## config.mk

```make
export PLATFORM = sky130hd
export DESIGN_NAME = pool_window_gen
export DESIGN_NICKNAME = d
export VERILOG_FILES = /design/src/rtl/pool_pkg.sv /design/src/rtl/pool_line_buf.sv /design/src/rtl/pool_window_gen.sv
export SDC_FILE = /design/constraint.sdc
export NUM_CORES = 1
export LEC_CHECK = 0
export BUFFER_PORTS_ARGS = -buffer_cell sky130_fd_sc_hd__buf_2
export CAP_MARGIN = 25
export CORE_MARGIN = 8
export CORE_UTILIZATION = 60
export CTS_BUF_LIST = sky130_fd_sc_hd__clkbuf_8
export DETAILED_ROUTE_END_ITERATION = 12
export PLACE_DENSITY_LB_ADDON = 0.08
export RECOVER_POWER = 25
export SLEW_MARGIN = 20
export SYNTH_ARGS = -nofsm -noshare
export SYNTH_HDL_FRONTEND = slang
export SYNTH_SLANG_ARGS = --single-unit
```

## constraint.sdc

```tcl
create_clock -name clk -period 2.8 [get_ports clk]
set_input_delay 0.56 -clock clk [delete_from_list [all_inputs] [get_ports clk]]
set_output_delay 0.56 -clock clk [all_outputs]
set_load 0.005 [all_outputs]
```

## src/rtl/pool_pkg.sv

```systemverilog
// ----------------------------------------------------------------------------
// pool_pkg : shared pixel/window types for the 2x2 pooling datapath
// Rev 1.0  : initial release
// ----------------------------------------------------------------------------
`default_nettype none

package pool_pkg;

  localparam int POOL_DATA_W = 2;
  localparam int POOL_IMG_W  = 8;
  localparam int POOL_IMG_H  = 8;

  typedef logic signed [POOL_DATA_W-1:0] pixel_t;

  typedef struct packed {
    pixel_t a;
    pixel_t b;
    pixel_t c;
    pixel_t d;
  } window_t;

endpackage

`default_nettype wire

```

## src/rtl/pool_line_buf.sv

```systemverilog
// ----------------------------------------------------------------------------
// pool_line_buf : one-row pixel store, single write port, col-1/col read ports
// Rev 1.0       : initial release
// ----------------------------------------------------------------------------
`default_nettype none

module pool_line_buf #(
  parameter int IMG_W  = 8,
  parameter int DATA_W = 2
) (
  input  logic                     clk,
  input  logic                     rst_n,
  input  logic                     i_we,
  input  logic [$clog2(IMG_W)-1:0] i_col,
  input  logic signed [DATA_W-1:0] i_wdata,
  output logic signed [DATA_W-1:0] o_left,
  output logic signed [DATA_W-1:0] o_right
);

  localparam int COL_W = $clog2(IMG_W);

  logic signed [DATA_W-1:0] r_mem [IMG_W];
  logic [COL_W-1:0]         w_left_col;

  always_ff @(posedge clk or negedge rst_n) begin
    if (!rst_n) begin
      for (int i = 0; i < IMG_W; i++) begin
        r_mem[i] <= '0;
      end
    end else if (i_we) begin
      r_mem[i_col] <= i_wdata;
    end
  end

  // Reads are only consumed on odd columns, so col-1 never underflows.
  assign w_left_col = i_col - COL_W'(1);
  assign o_left     = r_mem[w_left_col];
  assign o_right    = r_mem[i_col];

endmodule

`default_nettype wire

```

## src/rtl/pool_window_gen.sv

```systemverilog
// ----------------------------------------------------------------------------
// pool_window_gen : raster stream -> non-overlapping 2x2 windows (stride 2)
// Rev 1.0         : initial release
// ----------------------------------------------------------------------------
`default_nettype none

module pool_window_gen
  import pool_pkg::*;
#(
  parameter int DATA_W = POOL_DATA_W,
  parameter int IMG_W  = POOL_IMG_W,
  parameter int IMG_H  = POOL_IMG_H
) (
  input  logic                     clk,
  input  logic                     rst,
  input  logic                     in_valid,
  output logic                     in_ready,
  input  logic signed [DATA_W-1:0] in_data,
  output logic                     win_valid,
  input  logic                     win_ready,
  output logic signed [DATA_W-1:0] win_a,
  output logic signed [DATA_W-1:0] win_b,
  output logic signed [DATA_W-1:0] win_c,
  output logic signed [DATA_W-1:0] win_d,
  output logic                     frame_done
);

  localparam int COL_W = $clog2(IMG_W);
  localparam int ROW_W = $clog2(IMG_H);

  logic [COL_W-1:0]         r_col;
  logic [ROW_W-1:0]         r_row;
  logic signed [DATA_W-1:0] r_held;
  logic                     r_win_valid;
  logic                     r_win_last;
  logic signed [DATA_W-1:0] r_win_a;
  logic signed [DATA_W-1:0] r_win_b;
  logic signed [DATA_W-1:0] r_win_c;
  logic signed [DATA_W-1:0] r_win_d;

  logic                     w_in_ready;
  logic                     w_beat;
  logic                     w_col_last;
  logic                     w_row_last;
  logic                     w_buf_we;
  logic                     w_hold_we;
  logic                     w_win_load;
  logic                     w_win_take;
  logic signed [DATA_W-1:0] w_buf_left;
  logic signed [DATA_W-1:0] w_buf_right;

  // A window leaving this cycle frees the register for a same-cycle refill.
  assign w_in_ready = ~r_win_valid | win_ready;
  assign w_beat     = in_valid & w_in_ready;
  assign w_col_last = (r_col == COL_W'(IMG_W - 1));
  assign w_row_last = (r_row == ROW_W'(IMG_H - 1));
  assign w_buf_we   = w_beat & ~r_row[0];
  assign w_hold_we  = w_beat &  r_row[0] & ~r_col[0];
  assign w_win_load = w_beat &  r_row[0] &  r_col[0];
  assign w_win_take = r_win_valid & win_ready;

  pool_line_buf #(
    .IMG_W  (IMG_W),
    .DATA_W (DATA_W)
  ) u_line_buf (
    .clk     (clk),
    .rst_n   (rst),
    .i_we    (w_buf_we),
    .i_col   (r_col),
    .i_wdata (in_data),
    .o_left  (w_buf_left),
    .o_right (w_buf_right)
  );

  always_ff @(posedge clk or negedge rst) begin
    if (!rst) begin
      r_col <= '0;
      r_row <= '0;
    end else if (w_beat) begin
      if (w_col_last) begin
        r_col <= '0;
        r_row <= w_row_last ? '0 : r_row + ROW_W'(1);
      end else begin
        r_col <= r_col + COL_W'(1);
      end
    end
  end

  always_ff @(posedge clk or negedge rst) begin
    if (!rst) begin
      r_held <= '0;
    end else if (w_hold_we) begin
      r_held <= in_data;
    end
  end

  always_ff @(posedge clk or negedge rst) begin
    if (!rst) begin
      r_win_valid <= 1'b0;
      r_win_last  <= 1'b0;
      r_win_a     <= '0;
      r_win_b     <= '0;
      r_win_c     <= '0;
      r_win_d     <= '0;
    end else if (w_win_load) begin
      r_win_valid <= 1'b1;
      r_win_last  <= w_col_last & w_row_last;
      r_win_a     <= w_buf_left;
      r_win_b     <= w_buf_right;
      r_win_c     <= r_held;
      r_win_d     <= in_data;
    end else if (w_win_take) begin
      r_win_valid <= 1'b0;
    end
  end

  assign in_ready   = w_in_ready;
  assign win_valid  = r_win_valid;
  assign win_a      = r_win_a;
  assign win_b      = r_win_b;
  assign win_c      = r_win_c;
  assign win_d      = r_win_d;
  assign frame_done = w_win_take & r_win_last;

endmodule

`default_nettype wire

```

==> metrics <==
Mapped Cells 132; CP Capture Type flip-flop; CTS Buf Count 5; area of the multi-input gates 781 µm²; HP Class reg -> reg; initial core utilization 0.621; post-route ant nets 0; setup_tns 0 ns; failing checks max-capacitance violations, max-slew violations; Pleak 0.000887 µW; Area growth, synth to finish 10.4%; Synth warnings 0; Synth Register Bits 34; largest family of logic cells by synthesized area multiplexers; Non-Filler Instances 180; routed vias 1072; DRC 0; commonest non-fill, non-tap cell in the layout dfrtp_1; final core occ 0.686; fillers 207; Max clock buf depth 2; most frequent cells in the layout dfrtp_1 (34), mux2_2 (24), buf_2 (15); vias in the first global route 1118; post-route minimum period 1.95 ns; initial drt markers 45; maximum clock frequency 514 MHz; 1st-pass router iterations 4; die height 69.2 µm; Mean Syn Cell Area 12.9 µm²; initial antenna violation count 0; Synth Area in Adders 0.0368; Hold Fails Final Rpt 0; Placement Rows 19; Setup Skew 0.00390 ns; Net Count, Synth 143; Die ar. 4790 µm²; Rel. slew slack -0.168; PwrDens 1150 nW/µm²; Post-Route WL 3120 µm; share of cells above drive strength 1 0.369; CTS tree done; slew of the pin with the lowest slew margin 1.75 ns; Critical Path RT 3.00 ns; chip width 69.2 µm; Max Slew Vio Count 35; post-CTS resize count 0; first-pass GRT wire length 5510 µm; H-tree Lvls 2; routability congestion estimate 0.863; Worst setup SP type flip-flop; n_diodes 0; post-synth cell types 31; post-DR wirelength/cell 17.4 µm; WP data arrival 2.14 ns; Worst Setup Path Type reg -> reg; Tot GR Track Use 0.139; clock slew at reported path FFs 0.07 ns; CTS root buf clkbuf_8; Clock Latency Late Sink 0.28 ns; FF+latch area 851 µm²; max_cap viols 1; total global routing overflow 0; status finished, violations left; VDD IR max 728 µV; register area share after synthesis 0.501; DP Wirelength 2280 µm; mapped cell area 1700 µm²; Simple-Gate Fraction of Synth Area 0.123; mux cell area share after synthesis 0.259; # placed instances 172; crit share post-route 0.695; Port Buffers 16; complex-gate fraction of the synthesized area 0.0354; num ports 17; # nets final 159; critical path peak fanout 20; Synth Area in XOR/XNOR 0.00516; largest net degree at the start of global routing 35; RSZ-0062 raised after global routing no; core footprint 2730 µm²; Vias per Instance 5.96; CTS sink count 34; # Post-CTS Setup Buffers 0; WHS 0.486 ns; hold buffer count at CTS 0; Final setup viols 0
==> worst max-delay path: stages (launching register included) <==
cell	delay (ns)
dfrtp_1	0.32
buf_4	0.26
inv_1	0.11
ha_1	0.22
xor2_1	0.27
mux4_2	0.55
o21ai_1	0.13
==> routing by layer <==
| layer | vias up | GRT usage | share of wire |
|---|---|---|---|
| li1 | 507 | - | - |
| met1 | 533 | 0.175 | 0.47 |
| met2 | 27 | 0.207 | 0.45 |
| met3 | 5 | 0.0544 | 0.064 |
| met4 | 0 | 0.0547 | 0.016 |
| met5 | - | 0 | 0 |
==> metrics by stage <==
| stage | worst slack, ns | total power [µW] | area (µm²) |
|---|---|---|---|
| finish | 0.853 | 2160 | 1870 |
| global route | 0.582 | 2310 | 1870 |
| CTS | 0.858 | 2170 | 1880 |
| detailed placement | 0.869 | 1760 | 1770 |
| global placement | 0.911 | 1720 | 1770 |
| floorplan | 0.977 | 1560 | 1700 |
==> kinds of logic after synthesis <==
family | count (synthesis)
muxes | 36
DFF | 34
AOI/OAI and AO/OA | 11
adders and majority gates | 5
and+or+nand+nor | 35
xor gates and xnor gates | 1
buffers and inverters | 10
==> Yosys cell counts <==
cell,instances,share of area
nor2b_1,2,0.0074
nand2b_1,3,0.011
a21o_1,2,0.0088
o21ai_0,4,0.012
o21ai_1,3,0.0088
nand2b_4,1,0.0081
nor3_1,3,0.0088
nand3b_1,1,0.0044
nand3_1,2,0.0059
and4bb_2,1,0.0074
xor2_1,1,0.0052
buf_1,2,0.0044
mux4_2,4,0.053
and2_0,2,0.0074
buf_2,2,0.0059
mux2i_1,8,0.047
nor2_1,1,0.0022
ha_1,5,0.037
inv_1,2,0.0044
a21oi_1,2,0.0059
mux2_2,24,0.16
clkbuf_1,1,0.0022
nand4b_1,2,0.010
nor3b_1,1,0.0044
buf_6,2,0.013
buf_8,1,0.0088
and3_4,1,0.0066
nand2_1,11,0.024
dfrtp_1,34,0.50
and3_1,2,0.0074
nand4_1,2,0.0074
==> sequential cells by signal, summed over array words and instances, names as in the netlist <==
name              cells
r_col                 3
r_held                2
r_row                 3
r_win_last            1
u_line_buf.r_mem     16
win_a                 2
win_b                 2
win_c                 2
win_d                 2
win_valid             1
==> area by class of cell <==
cell class,instances,share of cell area
Multi-Input combinational cell,88,0.417
Inverter,2,0.00401
Tap cell,31,0.0207
Sequential cell,34,0.454
Clock buffer,8,0.0587
Timing Repair Buffer,17,0.0461
==> worst paths after layout <==
path                                   startpoint                          endpoint  slack (ns)  cells after the start
min reg2reg                r_win_last$_DFFE_PN0P_            r_win_last$_DFFE_PN0P_        0.49                      2
min                        r_win_last$_DFFE_PN0P_            r_win_last$_DFFE_PN0P_        0.49                      2
max in group asynchronous                     rst  u_line_buf.r_mem[11]$_DFFE_PN0P_        1.05                      1
min in group asynchronous                     rst             win_valid$_DFFE_PN0P_        0.73                      1
max                          r_col[0]$_DFFE_PN0N_              win_a[0]$_DFFE_PN0P_        0.85                      6
max reg2reg                  r_col[0]$_DFFE_PN0N_              win_a[0]$_DFFE_PN0P_        0.85                      6
==> power breakdown <==
part,total (µW),internal (µW),switching [µW]
combinational,842,485,357
clock,415,248,167
sequential,902,716,186
Power figures use the tool's default switching activity.
